===== src/rtl/count_seq_ctrl_if.sv =====
// Job command channel between a host and count_seq_ctrl.
// Latency: n/a (wires only). Backpressure: the host holds cmd_valid and the job fields until cmd_ready=1.
// Signals: cmd_valid/cmd_ready handshake; cmd_start, cmd_end (W bits); cmd_dir (1=down); cmd_reload.
interface count_seq_ctrl_if #(
    parameter int W = 4
);
    logic         cmd_valid;
    logic         cmd_ready;
    logic [W-1:0] cmd_start;
    logic [W-1:0] cmd_end;
    logic         cmd_dir;
    logic         cmd_reload;

    // Host side: issues jobs.
    modport master (
        output cmd_valid, cmd_start, cmd_end, cmd_dir, cmd_reload,
        input  cmd_ready
    );

    // Sequencer side: accepts jobs.
    modport slave (
        input  cmd_valid, cmd_start, cmd_end, cmd_dir, cmd_reload,
        output cmd_ready
    );
endinterface


===== src/rtl/count_seq_ctrl.sv =====
// Count-job sequencer: loads a start value, steps once per tick until the end value, pulses done.
// Latency: count loads the edge after acceptance; done is registered, high the cycle after the terminal tick.
// Backpressure: cmd_ready is high only in IDLE; a job offered during RUN waits until the block returns to IDLE.
// Ports: clk, r (async active-high reset), cmd (job channel, slave side), tick (count enable),
//        stop (abort), count/count_bar (registered count and its complement), busy (RUN), done (pulse).
module count_seq_ctrl #(
    parameter int W = 4
) (
    input  logic             clk,
    input  logic             r,
    count_seq_ctrl_if.slave  cmd,
    input  logic             tick,
    input  logic             stop,
    output logic [W-1:0]     count,
    output logic [W-1:0]     count_bar,
    output logic             busy,
    output logic             done
);
    localparam logic [W-1:0] ONE = W'(1);

    typedef enum logic {
        IDLE = 1'b0,
        RUN  = 1'b1
    } state_t;

    state_t       state_q, state_d;
    logic [W-1:0] count_q, count_d;
    logic [W-1:0] start_q, start_d;
    logic [W-1:0] end_q,   end_d;
    logic         dir_q,    dir_d;
    logic         reload_q, reload_d;
    logic         done_q,   done_d;

    always_ff @(posedge clk or posedge r) begin
        if (r) begin
            state_q  <= IDLE;
            count_q  <= '0;
            start_q  <= '0;
            end_q    <= '0;
            dir_q    <= 1'b0;
            reload_q <= 1'b0;
            done_q   <= 1'b0;
        end else begin
            state_q  <= state_d;
            count_q  <= count_d;
            start_q  <= start_d;
            end_q    <= end_d;
            dir_q    <= dir_d;
            reload_q <= reload_d;
            done_q   <= done_d;
        end
    end

    always_comb begin
        state_d  = state_q;
        count_d  = count_q;
        start_d  = start_q;
        end_d    = end_q;
        dir_d    = dir_q;
        reload_d = reload_q;
        done_d   = 1'b0;

        case (state_q)
            IDLE: begin
                // tick and stop have no effect here.
                if (cmd.cmd_valid) begin
                    start_d  = cmd.cmd_start;
                    end_d    = cmd.cmd_end;
                    dir_d    = cmd.cmd_dir;
                    reload_d = cmd.cmd_reload;
                    count_d  = cmd.cmd_start;
                    state_d  = RUN;
                end
            end
            RUN: begin
                if (stop) begin
                    // Abort: keep the count where it is, no completion pulse.
                    state_d = IDLE;
                end else if (tick) begin
                    // Terminal check uses the count before this step, so
                    // start==end finishes on the first tick with no change.
                    if (count_q == end_q) begin
                        done_d = 1'b1;
                        if (reload_q) begin
                            count_d = start_q;
                        end else begin
                            state_d = IDLE;
                        end
                    end else if (dir_q) begin
                        count_d = count_q - ONE;
                    end else begin
                        count_d = count_q + ONE;
                    end
                end
            end
            default: state_d = IDLE;
        endcase
    end

    assign count         = count_q;
    assign count_bar     = ~count_q;
    assign busy          = (state_q == RUN);
    assign done          = done_q;
    assign cmd.cmd_ready = (state_q == IDLE);
endmodule


===== src/flat_wrapper.sv =====
// flat-port wrapper written by rule: the top's interface ports become plain ports
module count_seq_ctrl_flat 
#(
    parameter int W = 4
)
  (clk, r, tick, stop, count, count_bar, busy, done, cmd_cmd_valid, cmd_cmd_start, cmd_cmd_end, cmd_cmd_dir, cmd_cmd_reload, cmd_cmd_ready);
  count_seq_ctrl_if #(.W(W)) cmd_i ();
  input  logic clk;
  input  logic r;
  input  logic tick;
  input  logic stop;
  output logic [W-1:0] count;
  output logic [W-1:0] count_bar;
  output logic busy;
  output logic done;
  input wire logic [$bits(cmd_i.cmd_valid)-1:0] cmd_cmd_valid;
  input wire logic [$bits(cmd_i.cmd_start)-1:0] cmd_cmd_start;
  input wire logic [$bits(cmd_i.cmd_end)-1:0] cmd_cmd_end;
  input wire logic [$bits(cmd_i.cmd_dir)-1:0] cmd_cmd_dir;
  input wire logic [$bits(cmd_i.cmd_reload)-1:0] cmd_cmd_reload;
  output wire logic [$bits(cmd_i.cmd_ready)-1:0] cmd_cmd_ready;
  assign cmd_i.cmd_valid = cmd_cmd_valid;
  assign cmd_i.cmd_start = cmd_cmd_start;
  assign cmd_i.cmd_end = cmd_cmd_end;
  assign cmd_i.cmd_dir = cmd_cmd_dir;
  assign cmd_i.cmd_reload = cmd_cmd_reload;
  assign cmd_cmd_ready = cmd_i.cmd_ready;
  count_seq_ctrl #(.W(W)) u_core (.clk(clk), .r(r), .cmd(cmd_i), .tick(tick), .stop(stop), .count(count), .count_bar(count_bar), .busy(busy), .done(done));
endmodule

===== config.mk =====
export PLATFORM = sky130hd
export DESIGN_NAME = count_seq_ctrl_flat
export DESIGN_NICKNAME = d
export VERILOG_FILES = /design/src/rtl/count_seq_ctrl_if.sv /design/src/rtl/count_seq_ctrl.sv /design/src/flat_wrapper.sv
export SDC_FILE = /design/constraint.sdc
export NUM_CORES = 1
export LEC_CHECK = 0
export ABC_AREA = 1
export BUFFER_PORTS_ARGS = -buffer_cell sky130_fd_sc_hd__buf_4
export CAP_MARGIN = 20
export CORE_ASPECT_RATIO = 0.75
export CORE_MARGIN = 1.5
export CORE_UTILIZATION = 40
export CTS_BUF_LIST = sky130_fd_sc_hd__clkbuf_4
export DETAILED_ROUTE_END_ITERATION = 12
export HOLD_SLACK_MARGIN = 0.08
export PLACE_DENSITY = 0.72
export SLEW_MARGIN = 20
export SYNTH_ARGS = -nofsm -noshare
export SYNTH_HDL_FRONTEND = slang
export SYNTH_SLANG_ARGS = --single-unit

===== constraint.sdc =====
create_clock -name clk -period 2.74 [get_ports clk]
set_input_delay 0.274 -clock clk [delete_from_list [all_inputs] [get_ports clk]]
set_output_delay 0.274 -clock clk [all_outputs]
set_load 0.01 [all_outputs]

==> flow_summary.yaml <==
sta:
  min_period_ps: 1570
  max_freq_mhz: 638
  setup_viol: 0
  final_hold_viol_count: 0
  period_share_pct: 57.2
  finalMaxSlewViolations: 0
  relSlewSlack_pct: 58.7
  worstMarginPinSlew_ps: 618
  holdWs_ps: 212
  finalSetupTns_ps: 0
  rsz0062_at_grt: "no"
  fin_ws_ps: 1170
  skew_ps: 1.13
worst_setup_path:
  path_max_fanout: 5
  rr_worst_depth: 7
  worstReg2RegEnd: "u_core.count[1]"
  path_cells: "inv_1, fa_1, inv_1, nand2_1, nand3_1, nand3_1, nand2_1"
  slowest_delay_ps: 520
  cp.arrival_ps: 1750
  reg2reg_slack_ps: 1170
  cp-start-kind: "flip-flop"
  path_class: "reg -> reg"
  endpoint_kind: "flip-flop"
  slowest_stage: "fa_1"
  cp.required_ps: 2920
  r2r-start: "u_core.count[1]"
pwr:
  power_frac_clock_pct: 11.0
  powerDensity_mw_per_mm2: 951
  irDropWorstVdd_v: 0.000353
  p_int_mw: 0.643
  share_seq_of_total_power_pct: 32.5
  p_switching_mw: 0.545
  combPwrFrac_pct: 56.5
  leakagePower_nw: 0.670
  netSwitchingFraction_pct: 45.9
  total_power_mw: 1.19
grt:
  grt_pass1_vias: 742
  grt-ovfl-total: 0
  grt_antenna_before_repair: 0
  grt_pass1_wl_mm: 3.51
  track_usage_pct: 17.8
  grt_max_degree: 24
worst_hold_path:
  hold_end: "u_core.reload_q"
  hold_depth: 2
  hold_path_class: "in -> reg"
  hold_start: "cmd_cmd_reload"
cts:
  clkSinkCount: 16
  cts_max_path_buffers: 2
  cts-htree-levels: 1
  ctsHoldBuffers: 1
  cts_resized: 0
  root_buffer: "clkbuf_4"
  cts.reportedPaths.clkPinSlew_ps: 100
  cts_buffers: 3
  cts_tree: "done"
  clock_latency_ps: 290
  post_cts_buffers: 0
finish:
  final_util_pct: 53.7
  fin_cells: 179
  stdcell_area_sq_mm: 0.00125
  drive_gt1_share_pct: 35.2
  area_growth_pct: 25.2
  final_nets: 164
  n_antenna_cell: 0
synth:
  synthCells: 117
  synth_top_cell_by_area: "dfrtp_1"
  ys.flop_type: "dfrtp_1"
  ys_seq_area_share_pct: 40.2
  async_flop_share_pct: 100
  yosys_register_bits: 16
  synth.top_cell.area_share_pct: 40.2
  synthTopCellsByArea: "dfrtp_1 40%, nand2_1 11%, nand3_1 7.0%, nand2_4 5.6%, inv_1 4.5%"
  syn_nets: 135
  yosysUniqueCellTypes: 22
  ys_warn_count: 0
  avgSynthCellArea_sq_um: 8.52
  synth_area_sq_um: 997
  synth_edf_count: 0
route:
  drt-initial-drc-count: 56
  wl_per_cell_microns: 11.6
  wirelength_mm: 2.07
  via_per_inst: 4.77
  drt_pass1_iterations: 4
  drc_errors: 0
  ant_nets: 0
  vias: 853
placed_design:
  port_buffers: 25
  post_dp_cell_area_sq_mm: 0.00121
  place_inst: 174
  gp_congestion: 0.862
  hpwl_mm: 1.60
  pre_cts_ws_ps: 1190
die:
  rows: 15
  fp.dieW_microns: 60.7
  ios: 26
  coreArea_sq_mm: 0.00233
  die-height_microns: 46.2
  start_util_pct: 42.8
  die_area_sq_mm: 0.00280
job:
  max_cap_viol_count: 0
outcome:
  status: "completed"
[flip-flops by register name, summed over array words and instances, names as in the netlist]
register / flops
u_core.count: 4
u_core.end_q: 4
u_core.start_q: 4
u_core.busy: 1
u_core.dir_q: 1
u_core.done: 1
u_core.reload_q: 1
[synthesized netlist by cell type (2+ instances only)]
cell	instances
ha_1	2
nand3b_1	2
inv_1	12
nand2_4	5
dfrtp_1	16
nor3_1	2
nand2_1	28
inv_2	4
nor2_8	2
nand3_1	14
o21ai_0	3
mux2_2	3
nor2_1	5
a21oi_1	6
nand2_2	6
[cell type report]
type / instances / area [sq um]
Clock buffer: 3 / 22.5
Clock inverter: 1 / 3.75
Fill cell: 243 / 1080
Inverter: 16 / 60.1
Multi-Input combinational cell: 83 / 522
Sequential cell: 16 / 400
Tap cell: 34 / 42.5
Timing Repair Buffer: 26 / 198
[per-layer routing]
metal | GRT usage, % | part of all wire [%] | vias to the layer above
met5 | 0 | 0 | -
met4 | 5.22 | 0.92 | 0
met3 | 5.90 | 6.3 | 2
met2 | 25.4 | 44 | 25
met1 | 25.5 | 49 | 402
li1 | - | - | 424
[cell families after synthesis]
family | count (synthesis) | synth area share, %
XOR/XNOR | 1 | 0.878
AO/OA/AOI/OAI | 10 | 6.15
adder cells (fa/ha/maj) | 3 | 4.52
flip-flops | 16 | 40.2
buffers and inverters | 18 | 7.53
multiplexers | 3 | 3.39
AND/OR/NAND/NOR | 66 | 37.4
[power by group through the flow]
stage          combinational [mW]  clock (mW)  sequential (mW)
2_1_floorplan               0.472           0            0.383
3_3_place_gp                0.659           0            0.381
3_5_place_dp                0.671           0            0.391
4_1_cts                     0.677       0.136            0.386
5_1_grt                     0.760       0.144            0.397
6_report                    0.671       0.130            0.386
[placed cells by master (no fill, tap or decap), types with 4 or more instances in the layout]
cell type,n
buf_4,25
inv_1,12
nand3_1,14
a21oi_1,6
nor2_1,5
inv_2,4
dfrtp_1,16
nand2_4,5
nand2_1,28
nand2_2,6
[worst max-delay path by stage]
stage,from,endpoint,slack (ps),cells past startpoint
6_report,u_core.count[1],u_core.count[1],1170,7
4_1_cts,u_core.count[1],u_core.count[1],1160,7
3_5_place_dp,u_core.count[1],u_core.count[1],1190,7
2_1_floorplan,u_core.count[1],u_core.count[2],1280,8
5_1_grt,u_core.count[1],u_core.count[1],1000,9
3_3_place_gp,u_core.count[2],u_core.count[3],1220,9
[worst max-delay path, delay by kind of cell, from the launching register on]
family	cells	cell delay, ps
fa+ha+maj	1	520
flops	1	440
simple gates	4	330
buf+inv	2	160
No activity file was read; power rests on OpenSTA's default activity.
